**config.mk**
```make
export PLATFORM = sky130hd
export DESIGN_NAME = uart_tx_piso_flat
export DESIGN_NICKNAME = d
export VERILOG_FILES = /design/src/rtl/uart_pkg.sv /design/src/rtl/uart_tx_piso_if.sv /design/src/rtl/uart_tx_piso_bit_timer.sv /design/src/rtl/uart_tx_piso.sv /design/src/flat_wrapper.sv
export SDC_FILE = /design/constraint.sdc
export NUM_CORES = 1
export LEC_CHECK = 0
export ABC_AREA = 1
export CAP_MARGIN = 20
export CORE_MARGIN = 2
export CORE_UTILIZATION = 55
export CTS_BUF_LIST = sky130_fd_sc_hd__clkbuf_16
export DETAILED_ROUTE_END_ITERATION = 10
export PLACE_DENSITY_LB_ADDON = 0.3
export RECOVER_POWER = 50
export SYNTH_ARGS = -nofsm -noshare
export SYNTH_HDL_FRONTEND = slang
export SYNTH_HIERARCHICAL = 1
export SYNTH_SLANG_ARGS = --single-unit
```
**constraint.sdc**
```tcl
create_clock -name clk -period 2.5 [get_ports clk]
set_input_delay 0.375 -clock clk [delete_from_list [all_inputs] [get_ports clk]]
set_output_delay 0.375 -clock clk [all_outputs]
set_load 0.01 [all_outputs]
```
**src/rtl/uart_pkg.sv**
```systemverilog
// Shared types and line levels for the PISO UART transmitter.
package uart_pkg;

  typedef enum logic [1:0] {IDLE, START, DATA, STOP} tx_state_t;

  localparam logic LINE_IDLE = 1'b1;
  localparam logic START_LVL = 1'b0;
  localparam logic STOP_LVL  = 1'b1;

endpackage

```
**src/rtl/uart_tx_piso_if.sv**
```systemverilog
// Client-side valid/ready word handshake into the UART transmitter.
interface uart_tx_piso_if #(
  parameter int DATA_W = 8
) ();

  logic [DATA_W-1:0] tx_data;
  logic              tx_valid;
  logic              tx_ready;

  modport master (output tx_data, output tx_valid, input  tx_ready);
  modport slave  (input  tx_data, input  tx_valid, output tx_ready);

endinterface

```
**src/rtl/uart_tx_piso_bit_timer.sv**
```systemverilog
// Bit-period timer: tick pulses on the last clock of each serial bit while run is high.
module bit_timer #(
  parameter int CLKS_PER_BIT = 4
) (
  input  logic clk,
  input  logic rstn,
  input  logic run,
  output logic tick
);

  localparam int CNT_W = (CLKS_PER_BIT > 1) ? $clog2(CLKS_PER_BIT) : 1;
  localparam logic [CNT_W-1:0] LAST = CNT_W'(CLKS_PER_BIT - 1);

  logic [CNT_W-1:0] r_cnt;
  logic             w_wrap;

  assign w_wrap = (r_cnt == LAST);
  assign tick   = run && w_wrap;

  // Holding the count at zero while idle aligns the first tick to the frame start.
  always_ff @(posedge clk) begin
    if (!rstn || !run) begin
      r_cnt <= '0;
    end else if (w_wrap) begin
      r_cnt <= '0;
    end else begin
      r_cnt <= r_cnt + CNT_W'(1);
    end
  end

endmodule

```
**src/rtl/uart_tx_piso.sv**
```systemverilog
// Parallel-in/serial-out UART transmitter: start bit, DATA_W bits LSB-first, stop bit.
module uart_tx_piso
  import uart_pkg::*;
#(
  parameter int DATA_W       = 8,
  parameter int CLKS_PER_BIT = 4
) (
  input  logic            clk,
  input  logic            rstn,
  uart_tx_piso_if.slave   bus,
  output logic            tx_serial,
  output logic            busy,
  output logic            done
);

  localparam int BIT_W = (DATA_W > 1) ? $clog2(DATA_W) : 1;
  localparam logic [BIT_W-1:0] LAST_BIT = BIT_W'(DATA_W - 1);

  tx_state_t         r_state, w_state_nxt;
  logic [DATA_W-1:0] r_shift, w_shift_nxt, w_shift_dn;
  logic [BIT_W-1:0]  r_bitcnt, w_bitcnt_nxt;
  logic              r_serial, w_serial_nxt;
  logic              r_done, w_done_nxt;
  logic              r_busy, r_ready;
  logic              w_run, w_tick, w_accept;

  assign w_run      = (r_state != IDLE);
  assign w_accept   = bus.tx_valid && r_ready;
  assign w_shift_dn = r_shift >> 1;

  bit_timer #(.CLKS_PER_BIT(CLKS_PER_BIT)) u_timer (
    .clk  (clk),
    .rstn (rstn),
    .run  (w_run),
    .tick (w_tick)
  );

  // Next-state logic computes the line level one cycle ahead so the pin is a flop.
  always_comb begin
    w_state_nxt  = r_state;
    w_shift_nxt  = r_shift;
    w_bitcnt_nxt = r_bitcnt;
    w_serial_nxt = r_serial;
    w_done_nxt   = 1'b0;
    unique case (r_state)
      IDLE: begin
        w_serial_nxt = LINE_IDLE;
        if (w_accept) begin
          w_state_nxt  = START;
          w_shift_nxt  = bus.tx_data;
          w_serial_nxt = START_LVL;
        end
      end
      START: begin
        if (w_tick) begin
          w_state_nxt  = DATA;
          w_bitcnt_nxt = '0;
          w_serial_nxt = r_shift[0];
        end
      end
      DATA: begin
        if (w_tick) begin
          w_shift_nxt = w_shift_dn;
          if (r_bitcnt == LAST_BIT) begin
            w_state_nxt  = STOP;
            w_serial_nxt = STOP_LVL;
          end else begin
            w_bitcnt_nxt = r_bitcnt + BIT_W'(1);
            w_serial_nxt = w_shift_dn[0];
          end
        end
      end
      STOP: begin
        if (w_tick) begin
          w_state_nxt  = IDLE;
          w_done_nxt   = 1'b1;
          w_serial_nxt = LINE_IDLE;
        end
      end
      default: w_state_nxt = IDLE;
    endcase
  end

  always_ff @(posedge clk) begin
    if (!rstn) begin
      r_state  <= IDLE;
      r_shift  <= '0;
      r_bitcnt <= '0;
      r_serial <= LINE_IDLE;
      r_done   <= 1'b0;
      r_busy   <= 1'b0;
      r_ready  <= 1'b1;
    end else begin
      r_state  <= w_state_nxt;
      r_shift  <= w_shift_nxt;
      r_bitcnt <= w_bitcnt_nxt;
      r_serial <= w_serial_nxt;
      r_done   <= w_done_nxt;
      r_busy   <= (w_state_nxt != IDLE);
      r_ready  <= (w_state_nxt == IDLE);
    end
  end

  assign tx_serial    = r_serial;
  assign busy         = r_busy;
  assign done         = r_done;
  assign bus.tx_ready = r_ready;

endmodule

```
**src/flat_wrapper.sv**
```systemverilog
// flat-port wrapper written by rule: the top's interface ports become plain ports
module uart_tx_piso_flat import uart_pkg::*;
#(
  parameter int DATA_W       = 8,
  parameter int CLKS_PER_BIT = 4
)
  (clk, rstn, tx_serial, busy, done, bus_tx_data, bus_tx_valid, bus_tx_ready);
  uart_tx_piso_if #(.DATA_W(DATA_W)) bus_i ();
  input  logic clk;
  input  logic rstn;
  output logic tx_serial;
  output logic busy;
  output logic done;
  input wire logic [$bits(bus_i.tx_data)-1:0] bus_tx_data;
  input wire logic [$bits(bus_i.tx_valid)-1:0] bus_tx_valid;
  output wire logic [$bits(bus_i.tx_ready)-1:0] bus_tx_ready;
  assign bus_i.tx_data = bus_tx_data;
  assign bus_i.tx_valid = bus_tx_valid;
  assign bus_tx_ready = bus_i.tx_ready;
  uart_tx_piso #(.DATA_W(DATA_W), .CLKS_PER_BIT(CLKS_PER_BIT)) u_core (.clk(clk), .rstn(rstn), .bus(bus_i), .tx_serial(tx_serial), .busy(busy), .done(done));
endmodule
```
==> metrics.md <==
| Metric | Value |
|---|---|
| Area fraction of the dominant cell type after synthesis | 0.412 |
| Slew @ Worst Pin | 0.517 ns |
| Final instance area | 1130 um^2 |
| Status | finished clean |
| Cells after synthesis | 137 |
| Seq/Total Area, Yosys | 0.412 |
| Ys async rst share | 0 |
| Crit Path Max Fanout | 10 |
| Largest family of logic cells by synthesized area | simple AND/OR/NAND/NOR gates |
| Synth area leaders | dfxtp_1 41%, nand2_1 15%, nor2_1 8.5% |
| Core Rows | 14 |
| Data required, critical path | 2.68 ns |
| Number of global-route vias before repair | 795 |
| Worst setup margin | 0.478 ns |
| Final setup violation count | 0 |
| Vias | 916 |
| Cts repair resizes | 0 |
| Crit start category | flop |
| FF+latch count, synth | 19 |
| Clk_skew | 0.00161 ns |
| DP Worst Slack | 0.801 ns |
| Skew-Pair Late Insertion Delay | 0.24 ns |
| Post-synthesis adder-cell area fraction | 0.0407 |
| Final std cells w/o fill | 169 |
| CTS tree | yes |
| RSZ-0062 raised after global routing | false |
| CTS Sinks | 19 |
| Final hold violation count | 0 |
| DRT Pass-1 Iters | 4 |
| Hold_ws | 0.417 ns |
| Dpl hpwl | 1360 um |
| Leakage | 0.575 nW |
| Period utilization | 0.809 |
| Synth Area per Inst | 6.74 um^2 |
| Largest area contributor in the netlist | dfxtp_1 |
| Netlist Area Pre-Place | 923 um^2 |
| Antenna diodes | 0 |
| Die Wd | 45.0 um |
| Yosys warning count | 6 |
| Die Y | 45.0 um |
| Min cycle time layout | 2.02 ns |
| Ys flop type | dfxtp_1 |
| DRT iter0 DRCs | 24 |
| Total Wirelength | 2010 um |
| Synth Area in Compound Gates | 0.0759 |
| Number of synthesized flops with an enable pin | 0 |
| CP Capture Type | flop |
| Initial antenna violation count | 0 |
| Largest net degree at the start of global routing | 17 |
| Layout cell share with drive strength beyond 1 | 0.0392 |
| Port Buf Inserts | 14 |
| Portion of netlist area occupied by mux cells | 0 |
| Critical path arrival | 2.20 ns |
| Max Transition Viols Final | 0 |
| Worst Hold Depth | 1 |
| Cell variety after synth | 18 |
| Initial Util | 0.599 |
| Post-synth net total | 151 |
| RD Place Congestion | 0.849 |
| Fmax | 495 MHz |
| First-pass GRT wire length | 3250 um |
| Io pins | 15 |
| Hold WC Path Type | flop to flop |
| Layout Nets | 168 |
| Area growth syn-to-layout | 22.9% |
| Hold path start | u_core/u_timer/r_cnt[0]$_SDFF_PP0_ |
| PwrDens | 668 nW/um^2 |
| Max VDD drop | 516 uV |
| Number of H-tree levels | 1 |
| Final Core Density | 0.736 |
| Hold Path Sink | u_core/u_timer/r_cnt[0]$_SDFF_PP0_ |
| Placed cells | 165 |
| Clock Tree Root | clkbuf_16 |
| Core footprint | 1540 um^2 |
| Post-route ant nets | 0 |
| Post-CTS Hold Fix Bufs | 0 |
| Register-to-Register Path Depth | 9 |
| Worst-path clk slew | 0.05 ns |
| Worst r2r src | u_core/r_state[1]$_SDFF_PN0_ |
| Max-slew headroom | 0.654 |
| Via density | 5.42 |
| Max_cap viols | 0 |
| Clk buf depth | 2 |
| Placed Area | 1070 um^2 |
| Reg-to-reg slack, setup | 0.48 ns |
| Setup Buffers After CTS | 0 |
| Die area | 2020 um^2 |
| GRT Util Overall | 0.222 |
| Reg2reg end | u_core/r_shift[6]$_SDFFE_PN0P_ |
| Drt drc | 0 |
| Setup CP Type | flop to flop |
| CTS buffer count | 3 |
| Post-synthesis simple-gate area fraction | 0.370 |
| Global route overflow | 0 |
| Overall Power | 0.758 mW |
| Setup_tns | 0 ns |
| Drt wl/cell | 11.9 um |
| Synth Area in XOR/XNOR | 0 |
## logic make-up (layout without fill, tap and decap cells)
family | count (synthesis) | count (layout)
AO/OA/AOI/OAI | 14 | 14
AND/OR/NAND/NOR | 78 | 78
flip-flops | 19 | 19
buffers and inverters | 23 | 39
adder cells (fa/ha/maj) | 3 | 3
## cell usage in the layout, fill, tap and decap left out, drive strengths merged
cell	count
nand3	16
nand3b	1
nor4	1
dlygate4sd3	5
o21ai	10
inv	22
dfxtp	19
ha	3
clkdlybuf4s50	9
nand2	38
clkbuf	3
nor2	22
a21oi	4
## registers in the layout, summed over array words and instances, names as in the netlist
name	flops
u_core/done	1
u_core/r_shift	8
u_core/r_bitcnt	3
u_core/u_timer/r_cnt	2
u_core/r_state	2
u_core/tx_serial	1
u_core/bus.tx_ready	1
u_core/busy	1
## how the worst max path moves through the flow
stage / from / endpoint / slack (ns) / cells after the start
after floorplan: u_core/r_state[1]$_SDFF_PN0_ / u_core/r_bitcnt[0]$_SDFFE_PN0P_ / 1.10 / 9
after global placement: rstn / u_core/done$_SDFF_PN0_ / 0.80 / 3
after detailed placement: rstn / u_core/done$_SDFF_PN0_ / 0.80 / 3
after CTS: u_core/r_state[1]$_SDFF_PN0_ / u_core/r_shift[6]$_SDFFE_PN0P_ / 0.73 / 9
after global routing: u_core/r_state[1]$_SDFF_PN0_ / u_core/r_shift[6]$_SDFFE_PN0P_ / 0.37 / 9
final: u_core/r_state[1]$_SDFF_PN0_ / u_core/r_shift[6]$_SDFFE_PN0P_ / 0.48 / 9
## per-layer routing
layer	wire, um	track usage
met1	820	0.269
met5	0	0
met2	985	0.357
met4	19	0.124
met3	182	0.0560
## worst max-delay path, stage by stage (launching register included)
cell     delay [ns]
dfxtp_1        0.37
nor2_1         0.35
inv_1          0.17
nand2_1        0.13
inv_1          0.09
nand3_1        0.34
nand2_1        0.12
inv_1          0.21
nor2_1         0.07
nor2_1         0.09
## area by class of cell
cell class,count,area [um^2]
Multi-Input combinational cell,95,437
Timing Repair Buffer,14,140
Clock inverter,1,3.75
Fill cell,120,407
Clock buffer,3,75.1
Tap cell,16,20.0
Inverter,21,78.8
Sequential cell,19,380
## cell usage after synthesis (2+ instances only)
| library cell | n |
|---|---|
| nor2_1 | 21 |
| nand3_2 | 2 |
| a21oi_1 | 4 |
| o21ai_1 | 2 |
| o21ai_0 | 8 |
| dfxtp_1 | 19 |
| inv_1 | 20 |
| ha_1 | 3 |
| nand3_1 | 14 |
| nand2_1 | 36 |
## where the power goes
part / internal (mW) / leakage, nW / switching [mW] / total [mW]
Clock: 0.212 / 0.0423 / 0.106 / 0.318
Sequential: 0.324 / 0.156 / 0.00950 / 0.334
Combinational: 0.0465 / 0.377 / 0.0599 / 0.106
Note: power is estimated with default switching activity, not from simulation.
